### src/rtl/instruction_loader_pkg.sv
// Shared definitions for the program loader. The debug unit and the CPU
// halt detection use the same state encoding, halt word and capacity.
package instruction_loader_pkg;

    typedef enum logic [1:0] {
        ST_IDLE  = 2'd0,
        ST_RECV  = 2'd1,
        ST_WRITE = 2'd2,
        ST_DONE  = 2'd3
    } load_state_t;

    localparam int          CELLS_DEFAULT     = 256;
    localparam int          WORD_CAPACITY     = CELLS_DEFAULT / 4;
    localparam int          CNT_BITS_DEFAULT  = $clog2(WORD_CAPACITY) + 1;
    localparam logic [31:0] HALT_INST_DEFAULT = 32'hFFFF_FFFF;

endpackage

### src/rtl/instruction_loader_if.sv
// Byte stream in, instruction-memory write port and status out.
// The loader uses the slave view; whoever feeds bytes uses the master view.
interface instruction_loader_if
    import instruction_loader_pkg::*;
#(
    parameter int NBITS     = 8,
    parameter int INST_BITS = 32,
    parameter int CNT_BITS  = CNT_BITS_DEFAULT
);
    logic                 i_start;
    logic [NBITS-1:0]     i_rx_data;
    logic                 i_rx_valid;
    logic [INST_BITS-1:0] o_addr_wr;
    logic [INST_BITS-1:0] o_data;
    logic                 o_wr_en;
    logic                 o_step;
    logic                 o_busy;
    logic                 o_done;
    logic                 o_error;
    logic [CNT_BITS-1:0]  o_inst_count;

    modport master (
        output i_start, i_rx_data, i_rx_valid,
        input  o_addr_wr, o_data, o_wr_en, o_step, o_busy, o_done, o_error, o_inst_count
    );

    modport slave (
        input  i_start, i_rx_data, i_rx_valid,
        output o_addr_wr, o_data, o_wr_en, o_step, o_busy, o_done, o_error, o_inst_count
    );
endinterface

### src/rtl/instruction_loader_byte_assembler.sv
// Packs incoming bytes big-endian into a word. Each accepted byte enters the
// lowest lane and older bytes move up, so the first byte of a word ends up
// in the top lane. o_word is the word as it will look once the current byte
// is accepted, so the caller can capture it in the same cycle as word_ready.
module instruction_loader_byte_assembler
    import instruction_loader_pkg::*;
#(
    parameter int NBITS     = 8,
    parameter int INST_BITS = 32
)(
    input  logic                 i_clk,
    input  logic                 i_rst,
    input  logic                 i_clear,
    input  logic                 i_accept,
    input  logic [NBITS-1:0]     i_byte,
    output logic [INST_BITS-1:0] o_word,
    output logic                 o_word_ready
);
    // Byte counter width assumes a power-of-two number of bytes per word,
    // so the counter wraps back to 0 by itself after the last byte.
    localparam int            BYTES     = INST_BITS / NBITS;
    localparam int            CW        = $clog2(BYTES);
    localparam logic [CW-1:0] LAST_BYTE = CW'(BYTES - 1);

    logic [BYTES-1:0][NBITS-1:0] lane_reg;
    logic [BYTES-1:0][NBITS-1:0] lane_next;
    logic [CW-1:0]               cnt_reg;

    genvar gi;
    generate
        for (gi = 0; gi < BYTES; gi++) begin : g_lane
            if (gi == 0) begin : g_in
                assign lane_next[gi] = i_byte;
            end else begin : g_shift
                assign lane_next[gi] = lane_reg[gi-1];
            end
        end
    endgenerate

    assign o_word       = lane_next;
    assign o_word_ready = i_accept && (cnt_reg == LAST_BYTE);

    // Shift register and byte counter; clear discards any partial word.
    always_ff @(posedge i_clk) begin
        if (i_rst || i_clear) begin
            lane_reg <= '0;
            cnt_reg  <= '0;
        end else if (i_accept) begin
            lane_reg <= lane_next;
            cnt_reg  <= cnt_reg + CW'(1);
        end
    end

endmodule

### src/rtl/instruction_loader.sv
// Program loader: receives bytes from the UART, writes 32-bit words to
// consecutive instruction-memory addresses from 0, and stops on the halt
// word or when memory is full. All outputs come straight from registers so
// the memory's falling-edge write sees values stable for the whole cycle.
module instruction_loader
    import instruction_loader_pkg::*;
#(
    parameter int                   NBITS     = 8,
    parameter int                   INST_BITS = 32,
    parameter int                   CELLS     = CELLS_DEFAULT,
    parameter logic [INST_BITS-1:0] HALT_INST = INST_BITS'(HALT_INST_DEFAULT),
    parameter int                   CNT_BITS  = $clog2(CELLS / 4) + 1
)(
    input  logic                  i_clk,
    input  logic                  i_rst,
    instruction_loader_if.slave   bus
);
    localparam logic [INST_BITS-1:0] LAST_ADDR = INST_BITS'(CELLS - 4);
    localparam logic [INST_BITS-1:0] ADDR_STEP = INST_BITS'(4);

    load_state_t          state_reg, state_next;
    logic [INST_BITS-1:0] addr_reg, addr_next;
    logic [INST_BITS-1:0] addr_wr_reg, addr_wr_next;
    logic [INST_BITS-1:0] data_reg, data_next;
    logic                 wr_en_reg, wr_en_next;
    logic                 busy_reg, busy_next;
    logic                 done_reg, done_next;
    logic                 error_reg, error_next;
    logic [CNT_BITS-1:0]  count_reg, count_next;

    logic                 asm_clear;
    logic                 asm_accept;
    logic [INST_BITS-1:0] asm_word;
    logic                 asm_word_ready;

    instruction_loader_byte_assembler #(
        .NBITS     (NBITS),
        .INST_BITS (INST_BITS)
    ) u_assembler (
        .i_clk        (i_clk),
        .i_rst        (i_rst),
        .i_clear      (asm_clear),
        .i_accept     (asm_accept),
        .i_byte       (bus.i_rx_data),
        .o_word       (asm_word),
        .o_word_ready (asm_word_ready)
    );

    // Next state and next output values. The write is registered on the
    // edge that accepts the 4th byte, so WRITE is the cycle the strobe is
    // visible; the halt/full decision is taken on the word held in data_reg.
    always_comb begin
        state_next   = state_reg;
        addr_next    = addr_reg;
        addr_wr_next = addr_wr_reg;
        data_next    = data_reg;
        wr_en_next   = 1'b0;
        done_next    = done_reg;
        error_next   = error_reg;
        count_next   = count_reg;
        asm_clear    = 1'b0;
        asm_accept   = 1'b0;

        case (state_reg)
            ST_IDLE, ST_DONE: begin
                if (bus.i_start) begin
                    state_next   = ST_RECV;
                    addr_next    = '0;
                    addr_wr_next = '0;
                    count_next   = '0;
                    done_next    = 1'b0;
                    error_next   = 1'b0;
                    asm_clear    = 1'b1;
                end
            end
            ST_RECV: begin
                asm_accept = bus.i_rx_valid;
                if (asm_word_ready) begin
                    state_next   = ST_WRITE;
                    wr_en_next   = 1'b1;
                    addr_wr_next = addr_reg;
                    data_next    = asm_word;
                    count_next   = count_reg + CNT_BITS'(1);
                end
            end
            ST_WRITE: begin
                if (data_reg == HALT_INST) begin
                    state_next = ST_DONE;
                    done_next  = 1'b1;
                end else if (addr_reg == LAST_ADDR) begin
                    state_next = ST_DONE;
                    done_next  = 1'b1;
                    error_next = 1'b1;
                end else begin
                    // A byte arriving now is the first byte of the next word.
                    state_next = ST_RECV;
                    addr_next  = addr_reg + ADDR_STEP;
                    asm_accept = bus.i_rx_valid;
                end
            end
            default: state_next = ST_IDLE;
        endcase

        busy_next = (state_next == ST_RECV) || (state_next == ST_WRITE);
    end

    // State and output registers.
    always_ff @(posedge i_clk) begin
        if (i_rst) begin
            state_reg   <= ST_IDLE;
            addr_reg    <= '0;
            addr_wr_reg <= '0;
            data_reg    <= '0;
            wr_en_reg   <= 1'b0;
            busy_reg    <= 1'b0;
            done_reg    <= 1'b0;
            error_reg   <= 1'b0;
            count_reg   <= '0;
        end else begin
            state_reg   <= state_next;
            addr_reg    <= addr_next;
            addr_wr_reg <= addr_wr_next;
            data_reg    <= data_next;
            wr_en_reg   <= wr_en_next;
            busy_reg    <= busy_next;
            done_reg    <= done_next;
            error_reg   <= error_next;
            count_reg   <= count_next;
        end
    end

    assign bus.o_addr_wr    = addr_wr_reg;
    assign bus.o_data       = data_reg;
    assign bus.o_wr_en      = wr_en_reg;
    assign bus.o_step       = wr_en_reg;
    assign bus.o_busy       = busy_reg;
    assign bus.o_done       = done_reg;
    assign bus.o_error      = error_reg;
    assign bus.o_inst_count = count_reg;

endmodule

### src/flat_wrapper.sv
// flat-port wrapper written by rule: the top's interface ports become plain ports
module instruction_loader_flat import instruction_loader_pkg::*;
#(
    parameter int                   NBITS     = 8,
    parameter int                   INST_BITS = 32,
    parameter int                   CELLS     = CELLS_DEFAULT,
    parameter logic [INST_BITS-1:0] HALT_INST = INST_BITS'(HALT_INST_DEFAULT),
    parameter int                   CNT_BITS  = $clog2(CELLS / 4) + 1
)
  (i_clk, i_rst, bus_i_start, bus_i_rx_data, bus_i_rx_valid, bus_o_addr_wr, bus_o_data, bus_o_wr_en, bus_o_step, bus_o_busy, bus_o_done, bus_o_error, bus_o_inst_count);
  instruction_loader_if #(.NBITS(NBITS), .INST_BITS(INST_BITS), .CNT_BITS(CNT_BITS)) bus_i ();
  input  logic i_clk;
  input  logic i_rst;
  input wire logic [$bits(bus_i.i_start)-1:0] bus_i_start;
  input wire logic [$bits(bus_i.i_rx_data)-1:0] bus_i_rx_data;
  input wire logic [$bits(bus_i.i_rx_valid)-1:0] bus_i_rx_valid;
  output wire logic [$bits(bus_i.o_addr_wr)-1:0] bus_o_addr_wr;
  output wire logic [$bits(bus_i.o_data)-1:0] bus_o_data;
  output wire logic [$bits(bus_i.o_wr_en)-1:0] bus_o_wr_en;
  output wire logic [$bits(bus_i.o_step)-1:0] bus_o_step;
  output wire logic [$bits(bus_i.o_busy)-1:0] bus_o_busy;
  output wire logic [$bits(bus_i.o_done)-1:0] bus_o_done;
  output wire logic [$bits(bus_i.o_error)-1:0] bus_o_error;
  output wire logic [$bits(bus_i.o_inst_count)-1:0] bus_o_inst_count;
  assign bus_i.i_start = bus_i_start;
  assign bus_i.i_rx_data = bus_i_rx_data;
  assign bus_i.i_rx_valid = bus_i_rx_valid;
  assign bus_o_addr_wr = bus_i.o_addr_wr;
  assign bus_o_data = bus_i.o_data;
  assign bus_o_wr_en = bus_i.o_wr_en;
  assign bus_o_step = bus_i.o_step;
  assign bus_o_busy = bus_i.o_busy;
  assign bus_o_done = bus_i.o_done;
  assign bus_o_error = bus_i.o_error;
  assign bus_o_inst_count = bus_i.o_inst_count;
  instruction_loader #(.NBITS(NBITS), .INST_BITS(INST_BITS), .CELLS(CELLS), .HALT_INST(HALT_INST), .CNT_BITS(CNT_BITS)) u_core (.i_clk(i_clk), .i_rst(i_rst), .bus(bus_i));
endmodule
### config.mk
export PLATFORM = sky130hd
export DESIGN_NAME = instruction_loader_flat
export DESIGN_NICKNAME = d
export VERILOG_FILES = /design/src/rtl/instruction_loader_pkg.sv /design/src/rtl/instruction_loader_if.sv /design/src/rtl/instruction_loader_byte_assembler.sv /design/src/rtl/instruction_loader.sv /design/src/flat_wrapper.sv
export SDC_FILE = /design/constraint.sdc
export NUM_CORES = 1
export LEC_CHECK = 0
export ABC_AREA = 1
export BUFFER_PORTS_ARGS = -buffer_cell sky130_fd_sc_hd__buf_2
export CAP_MARGIN = 10
export CORE_UTILIZATION = 55
export CTS_CLUSTER_DIAMETER = 50
export DETAILED_ROUTE_END_ITERATION = 8
export GPL_TIMING_DRIVEN = 0
export HOLD_SLACK_MARGIN = 0.1
export PLACE_DENSITY = 0.76
export SYNTH_ARGS = -nofsm -noshare
export SYNTH_HDL_FRONTEND = slang
export SYNTH_SLANG_ARGS = --single-unit
### constraint.sdc
create_clock -name i_clk -period 2.2 [get_ports i_clk]
set_input_delay 0.22 -clock i_clk [delete_from_list [all_inputs] [get_ports i_clk]]
set_output_delay 0.22 -clock i_clk [all_outputs]
set_load 0.005 [all_outputs]
# Yosys cells after proc, flatten, opt, wreduce, memory -nomap -nowiden
# Index checks and enable logic that the tools add are counted.
dict set report word_totals {
  output_inout_bits 76
  input_bits 12
  mem_bits_ro 0
  memories 0
  mem_bits_rw 0
  register_bits 135
  latchBits 0
  word_cells 70
}
dict set report classes {
  shift 0
  n_div 0
  bitwise_logic 1
  n_lt_le_gt_ge 0
  reduce_logical 13
  n_mux 26
  add_sub_neg 3
  n_eq_ne 14
  mul 0
}
# op count
set op_table {}
lappend op_table {{32-bit 2-to-1 mux} 4}
lappend op_table {{32-bit case mux with 2 select lines} 2}
lappend op_table {{32-bit by 3-bit adder with 32-bit output, second input constant} 1}
lappend op_table {{32-bit == test, second input constant} 1}
lappend op_table {{32-bit by 8-bit == test with 1-bit output, second input constant} 1}
lappend op_table {{7-bit 2-to-1 mux} 2}
lappend op_table {{7-bit case mux with 2 select lines} 1}
lappend op_table {{1-bit 2-to-1 mux} 9}
lappend op_table {{2-bit == test, second input constant} 4}
lappend op_table {{2-bit 2-to-1 mux} 4}
lappend op_table {{4-bit AND reduction} 2}
lappend op_table {{7-bit by 1-bit adder with 7-bit output, second input constant} 1}
lappend op_table {{2-bit != test, second input constant} 3}
lappend op_table {{1-bit case mux with 2 select lines} 3}
lappend op_table {{2-bit case mux with 3 select lines} 1}
lappend op_table {{3-bit AND reduction} 2}
lappend op_table {{2-bit by 1-bit == test with 1-bit output, second input constant} 2}
lappend op_table {{2-bit by 1-bit != test with 1-bit output, second input constant} 2}
lappend op_table {{2-bit nonzero test} 2}
lappend op_table {{2-bit OR reduction} 2}
lappend op_table {{3-bit by 1-bit != test with 1-bit output, second input constant} 1}
lappend op_table {{2-bit by 1-bit adder with 2-bit output, second input constant} 1}
lappend op_table {{2-bit zero test} 1}
lappend op_table {{1-bit logical OR} 2}
lappend op_table {{other kinds (3)} 3}

# Logic depth before layout (Yosys ltp)
# Gate-level depths: netlist of the first run.
dict set report depth {
  depth_word 9
  ltp_mapped 15
  depth_no_buf 14
}

# Hierarchy
# Synthesis of the first run repeated with hierarchy kept, for this count alone.
dict set report unflattened {
  hier_cells 972
  hier_area_um2 6289.8
}
# module area_each_um2 cells_each n_inst seq_area_each_um2
set modules_own_cells {}
lappend modules_own_cells {instruction_loader 5127.4 797 1 2102.0}
lappend modules_own_cells {instruction_loader_byte_assembler 1162.4 175 1 520.5}

# Worst setup path before layout of the first run
# No wires, ideal clock.
dict set report synth_path {
  kind {reg-to-reg}
  from {register u_core.state_reg[0]}
  to {register u_core.addr_reg[12]}
  required_time_ps 2087
  synth_period_minus_slack_ps 1799
  arrival_time_ps 1686
  path_buffers 0
  setup_time_ps 113
  path_stages_with_launch 13
  slack_ps 401
  path_cell_list {dfxtp_1 -> inv_1 -> ha_1 -> inv_2 -> nor2_1 -> nor2_1 -> nand3_4 -> inv_4 -> nand2_2 -> nor2_4 -> nand2_2 -> nor2_1 -> nor2_1}
}
dict set report synth_between {
  elab_chain_len 4
  word_cells_on_any_way 10
  cone_classes {5 x eq/ne; 1 x mux; 4 x reduce/logical}
}
# item line_no
set synth_lines {}
lappend synth_lines {{from (decl)} instruction_loader.sv:21} ;# load_state_t state_reg, state_next;
lappend synth_lines {{from (signal assigned)} instruction_loader.sv:120} ;# state_reg <= state_next;
lappend synth_lines {{2-bit == test or 2-bit zero test (tied branches)} instruction_loader.sv:64} ;# case (state_reg)
lappend synth_lines {{2-bit OR reduction} instruction_loader.sv:64}
lappend synth_lines {{2-bit != test (no line) or 2-bit nonzero test (tied branches)} --}
lappend synth_lines {{4-bit AND reduction (no line)} --}
lappend synth_lines {{to (signal assigned)} instruction_loader.sv:121} ;# addr_reg <= addr_next;
lappend synth_lines {{to (decl)} instruction_loader.sv:22} ;# logic [INST_BITS-1:0] addr_reg, addr_next;
# Parallel ways exist; a longest one is shown, timed or not.
# A chain may end at the register's enable or synchronous reset.

# Worst setup path in the final report of the first run
dict set report layout_path {
  from {register u_core.state_reg[1]}
  to {register u_core.data_reg[30], in the netlist u_core.bus.o_data[30]}
}
dict set report layout_between {
  elab_chain_len 4
  word_cells_on_any_way 5
  cone_classes {2 x eq/ne; 1 x mux; 2 x reduce/logical}
}
# item line_no
set layout_lines {}
lappend layout_lines {{2-bit == test or 2-bit by 1-bit == test with 1-bit output (tied branches)} instruction_loader.sv:64}
lappend layout_lines {{1-bit case mux with 2 select lines} instruction_loader.sv:64}
lappend layout_lines {{1-bit logical AND} instruction_loader_byte_assembler.sv:41} ;# assign o_word_ready = i_accept && (cnt_reg == LAST_BYTE);
lappend layout_lines {{2-bit AND reduction (no line) *} --}
lappend layout_lines {{to (signal assigned)} instruction_loader.sv:123} ;# data_reg <= data_next;
lappend layout_lines {{to (decl)} instruction_loader.sv:24} ;# logic [INST_BITS-1:0] data_reg, data_next;
# Mark *: on every way between the ends. The rest lies on a longest branch, timed or not.

==> flow_summary_export.csv, run 1 <==
group,metric,value,unit
power,p_clk_share,51.3,%
clocking,numCtsBuffers,17,
power,power_density,804,mW/mm²
worst_setup_path,worstPathRequired,2.61,ns
synthesis,synth_compound_area_share,14.6,%
final_layout,instances_no_fill,1096,
final_layout,diodes,0,
clocking,cts-root-buf,"clkbuf_8",
power,pwr-share-seq,41.1,%
power,total_power,5.90,mW
synthesis,synth_commonest_cells,"nand2_1 (158), dfxtp_1 (131), nor2_1 (108)",
worst_setup_path,crit_family,"buffers and inverters",
synthesis,synth-simple-area-share,28.8,%
worst_setup_path,critPathBufInv,4,
placed_design,hpwl,12300,µm
synthesis,syn_area_per_cell,7.18,µm²
synthesis,yosysMostFrequentCell,"nand2_1",
timing,finClkSkew,0.00911,ns
worst_setup_path,worst-path-max-fanout,10,
synthesis,yosysWarnings,0,
drt,initialDrtViolationCount,451,
clocking,clk_latency,0.54,ns
global_routing,antenna_found_initial,0,
clocking,cts_sinks,131,
timing,rsz0062_at_grt,"yes",
global_routing,grt_use_total,30.2,%
final_layout,layout-drive-gt1-share,19.3,%
synthesis,synth_area_leaders,"dfxtp_1 (44%), nand2_1 (9.9%), a21oi_1 (8.0%)",
power,power_leakage,2.86,nW
placed_design,post-place-cells,1057,
worst_setup_path,path_cells,"inv_1 > ha_1 > buf_2 > nand4_2 > clkbuf_1 > clkbuf_1 > a21oi_1",
synthesis,ys_seq_area_share,43.7,%
synthesis,synthXorXnorAreaFrac,2.33,%
synthesis,synth_cell_types,40,
worst_setup_path,crit_path_start,"u_core.state_reg[1]",
hold_path,min-delay-start,"bus_i_start",
floorplanning,coreArea,0.0105,mm²
power,ir_drop,0.617,mV
timing,slew_violations,0,
synthesis,netlist.area_leader.share,43.7,%
drt,totalWireLength,16600,µm
worst_setup_path,r2r_start,"u_core.state_reg[1]",
floorplanning,dieArea,0.0113,mm²
power,comb_power_share,7.6,%
power,cell_internal_pwr,4.55,mW
timing,fin_hold_ws,0.145,ns
worst_setup_path,path_common_cell,"clkbuf_1",
power,p_sw_share,22.9,%
synthesis,ys.flop_type,"dfxtp_1",
timing,period_share,96.3,%
floorplanning,row_count,37,
synthesis,synth_top_family_by_area,"simple AND/OR/NAND/NOR gates",
placed_design,placed_area,0.00660,mm²
clocking,cts_tree,"done",
synthesis,yosys.area.top_type,"dfxtp_1",
clocking,cts_htree_levels,4,
timing,fmax,472,MHz
synthesis,syn_inst,836,
power,p_sw,1.35,mW
global_routing,grt_max_degree,17,
run,cap_viol_max_count,0,
drt,postRouteAntennaNets,0,
worst_setup_path,crit_path_start_kind,"flip-flop",
clocking,clkSlewWorstSetupHoldPaths,0.06,ns
synthesis,muxShareOfSynthArea,0.167,%
drt,drc,0,
worst_setup_path,slowest_delay,0.46,ns
drt,wl_per_cell,15.1,µm
final_layout,final_nets,967,
drt,first_pass_iters,6,
drt,viasPerCell,5.36,
global_routing,grt_pass1_wl,26400,µm
placed_design,portBuffers,84,
clocking,clock_path_buffers,2,
hold_path,hp-class,"in2reg",
timing,setup_viol,0,
final_layout,fin_area,0.00734,mm²
final_layout,areaGrowthSynthToFinish,22.2,%
worst_setup_path,arrival,2.53,ns
synthesis,synthesis.area,0.00601,mm²
global_routing,grt_pass1_vias,5538,
synthesis,synth-seq-cells,131,
synthesis,synthAdderAreaFrac,1.25,%
final_layout,largest_register_ffs,32,
worst_setup_path,end_kind,"flip-flop",
floorplanning,die_x,106,µm
placed_design,place_congestion,0.912,
timing,maxSlewHeadroom,59.4,%
outcome,status,"complete, no violations",
final_layout,final_util,70.1,%
floorplanning,die_height,106,µm
timing,finalHoldViolCount,0,
global_routing,grt_overflow_total,0,
synthesis,synth-edff-count,0,
timing,min_period,2.12,ns
floorplanning,io_pins,88,
worst_setup_path,critical_path_class,"reg2reg",
worst_setup_path,slowest_stage,"clkbuf_1",
timing,tightestPinTransition,0.608,ns
floorplanning,initial_core_util,57.4,%
synthesis,synthArstFlopShare,0,%
drt,num_vias,5880,
[cells by family (layout without fill, tap and decap cells)]
family	Yosys count	in the layout
compound gates	171	171
xor+xnor	16	16
fa+ha+maj	6	6
buf+inv	127	250
flops	131	131
mux	1	1
other cells	1	2
simple gates	383	383
[tightest hold or removal path: cells and delay by family]
family,cells,cell delay (ns)
AOI/OAI and AO/OA,1,0.08
buffers and inverters,1,0.10
and+or+nand+nor,2,0.22
[stage by stage]
step	setup TNS, ns	setup slack [ns]
floorplan	0	0.401
global placement	0	0.0725
detailed placement	0	0.0758
CTS	0	0.0547
global route	-0.208	-0.0355
finish	0	0.0803
[power groups by stage]
stage / Sequential (mW) / Clock, mW / Combinational [mW]
after detailed placement: 2.47 / 0 / 0.418
after floorplan: 2.47 / 0 / 0.294
after CTS: 2.42 / 3.04 / 0.433
after global placement: 2.47 / 0 / 0.411
final: 2.42 / 3.03 / 0.447
after global routing: 2.43 / 3.15 / 0.492
[routing by layer]
layer / track usage, % / wire length, µm
met3: 6.87 / 736
met4: 13.4 / 532
met1: 34.8 / 6850
met5: 0 / 0
met2: 53.3 / 8470
[path summary, 6_finish.rpt]
check | slack, ns | depth (start not counted) | endpoint
worst min-delay path | 0.15 | 4 | u_core.bus.o_done
worst max-delay path | 0.08 | 7 | u_core.bus.o_data[30]
worst min register to register | 0.46 | 2 | u_core.bus.o_data[16]
worst max register to register | 0.08 | 7 | u_core.bus.o_data[30]
[layout by cell type (no fill, tap or decap), drive strengths merged, types with 2 or more instances in the layout]
master | netlist | routed
nand3 | 56 | 56
or2 | 3 | 3
nor3 | 16 | 16
nand4 | 16 | 16
conb | 1 | 2
o21a | 2 | 2
xor2 | 14 | 14
nand2 | 164 | 164
dlygate4sd3 | 0 | 8
clkbuf | 23 | 45
bufinv | 0 | 5
o21ai | 68 | 68
nor3b | 2 | 2
dfxtp | 131 | 131
ha | 6 | 6
nor2 | 124 | 124
buf | 23 | 108
inv | 81 | 82
xnor2 | 2 | 2
a211oi | 3 | 3
a21oi | 96 | 96
[area by class of cell]
class | count | area, µm²
multi-input combinational | 579 | 2860
sequential | 131 | 2620
buffer | 46 | 243
tap | 136 | 170
inverter | 81 | 309
clock buffer | 22 | 453
clock inverter | 8 | 175
timing repair buffer | 93 | 508
fill | 880 | 3130
[timing repair]
item                       CTS  global route
hold endpoints to repair    16             0
hold buffers                 8             0
setup buffers                0             1
setup endpoints to repair    0            29
gates resized for setup      0             6
No activity file was read; power rests on OpenSTA's default activity.
==> run 2, diff against run 1 <==
--- a/config.mk
+++ b/config.mk
@@ -8,12 +8,13 @@
 export ABC_AREA = 1
 export BUFFER_PORTS_ARGS = -buffer_cell sky130_fd_sc_hd__buf_2
 export CAP_MARGIN = 10
-export CORE_UTILIZATION = 55
+export CORE_UTILIZATION = 25
 export CTS_CLUSTER_DIAMETER = 50
 export DETAILED_ROUTE_END_ITERATION = 8
 export GPL_TIMING_DRIVEN = 0
 export HOLD_SLACK_MARGIN = 0.1
-export PLACE_DENSITY = 0.76
+export PLACE_DENSITY = 0.4
+export SKIP_LAST_GASP = 1
 export SYNTH_ARGS = -nofsm -noshare
 export SYNTH_HDL_FRONTEND = slang
 export SYNTH_SLANG_ARGS = --single-unit
==> flow_summary_export.csv, run 2 (synthesis results as in run 1) <==
group,metric,value,unit
final_layout,layout-drive-gt1-share,19.9,%
final_layout,diodes,0,
clocking,cts-root-buf,"clkbuf_16",
clocking,clkSlewWorstSetupHoldPaths,0.07,ns
final_layout,layout_commonest_cell,"nand2_1",
final_layout,instances_no_fill,1281,
floorplanning,row_count,56,
timing,fin_ws,0.163,ns
timing,min_period,2.04,ns
global_routing,grt_pass1_vias,5411,
worst_setup_path,crit_path_start_kind,"flip-flop",
floorplanning,initial_core_util,25.5,%
global_routing,grt_max_degree,17,
hold_path,hp-class,"in2reg",
clocking,cts_sinks,131,
global_routing,antenna_found_initial,0,
final_layout,fin_area,0.00751,mm²
floorplanning,die_x,157,µm
placed_design,hpwl,13900,µm
worst_setup_path,worst-path-max-fanout,10,
timing,setup_tns,0,ns
floorplanning,die_height,157,µm
worst_setup_path,critical_path_class,"reg2reg",
power,ir_drop,0.352,mV
drt,wl_per_cell,14.2,µm
worst_setup_path,end_kind,"flip-flop",
final_layout,final_cell_mix,"nand2_1 (158), dfxtp_1 (131), nor2_1 (104), a21oi_1 (96), buf_2 (93)",
clocking,numCtsBuffers,17,
timing,fmax,491,MHz
final_layout,fillers,2683,
timing,slew_violations,0,
placed_design,portBuffers,84,
clocking,cts_tree,"done",
drt,totalWireLength,18200,µm
outcome,status,"complete, no violations",
power,power_density,749,mW/mm²
floorplanning,dieArea,0.0246,mm²
run,cap_viol_max_count,0,
power,power_leakage,2.84,nW
global_routing,grt_pass1_wl,29200,µm
final_layout,areaGrowthSynthToFinish,25.1,%
timing,tightestPinTransition,0.569,ns
placed_design,dpl_worst_slack,0.00775,ns
final_layout,multi_input_area,0.00285,mm²
timing,rsz0062_at_grt,"yes",
clocking,clock_path_buffers,2,
worst_setup_path,worstPathRequired,2.55,ns
timing,finalHoldViolCount,0,
timing,setup_viol,0,
worst_setup_path,arrival,2.39,ns
drt,first_pass_iters,4,
timing,period_share,92.6,%
drt,viasPerCell,4.35,
global_routing,grt_use_total,15.6,%
placed_design,place_congestion,0.842,
final_layout,largest_register_ffs,32,
timing,finClkSkew,0.0171,ns
power,total_power,5.62,mW
drt,postRouteAntennaNets,0,
drt,num_vias,5578,
drt,drc,0,
placed_design,post-place-cells,1240,
placed_design,placed_area,0.00683,mm²
timing,maxSlewHeadroom,62.1,%
floorplanning,coreArea,0.0235,mm²
clocking,cts_htree_levels,4,
clocking,clk_latency,0.43,ns
final_layout,regArea,0.00262,mm²
drt,initialDrtViolationCount,245,
final_layout,final_nets,967,
floorplanning,io_pins,88,
global_routing,grt_overflow_total,0,
-- run 2: worst paths after layout --
check                                               from                        to  slack [ns]  cells past startpoint
worst max-delay path                 u_core.state_reg[0]   u_core.bus.o_addr_wr[7]        0.16                     10
worst max register to register       u_core.state_reg[0]   u_core.bus.o_addr_wr[7]        0.16                     10
worst min register to register  u_core.bus.o_addr_wr[18]  u_core.bus.o_addr_wr[18]        0.46                      2
worst min-delay path                         bus_i_start         u_core.bus.o_busy        0.25                      5
-- run 2: final cells by class --
| class | count | area share [%] |
|---|---|---|
| Sequential cell | 131 | 34.9 |
| Multi-Input combinational cell | 579 | 38.0 |
| Timing Repair Buffer | 93 | 6.76 |
| Inverter | 81 | 4.11 |
| Tap cell | 319 | 5.31 |
| Buffer | 46 | 3.38 |
| Clock buffer | 17 | 5.66 |
| Clock inverter | 15 | 1.88 |
-- run 2: routing by layer --
metal	vias to the layer above	share of wire, %	routed length [µm]	global-route usage, %
met3	11	2.8	512	3.00
met2	76	49	8960	26.9
li1	2938	-	-	-
met4	0	0.67	123	4.44
met1	2553	47	8650	19.5
met5	-	0	0	0
-- run 2: timing repair --
| action | in CTS | in global routing |
|---|---|---|
| buffers inserted | 0 | 1 |
| hold buffers | 8 | 0 |
| pin swaps | 0 | 1 |
| gates resized for setup | 1 | 12 |
| hold endpoints to repair | 8 | 0 |
| setup endpoints to repair | 1 | 58 |
-- run 2: per-stage QoR --
step	utilization, %	hold slack [ns]
floorplan	-	0.365
global placement	29.0	0.451
detailed placement	29.0	0.452
CTS	31.8	0.301
global route	31.9	0.282
finish	31.9	0.253
-- run 2: power breakdown --
part           switching, mW  internal [mW]
Clock                   1.25           1.50
Combinational          0.318          0.141
Sequential            0.0237           2.40
-- run 2: worst max-delay path: stages (launching register included) --
cell	delay, ns
dfxtp_1	0.35
inv_1	0.07
ha_1	0.35
inv_2	0.11
nand4_2	0.12
o21ai_0	0.10
inv_1	0.08
nor2_4	0.22
buf_2	0.28
nand3_1	0.13
a21oi_1	0.15
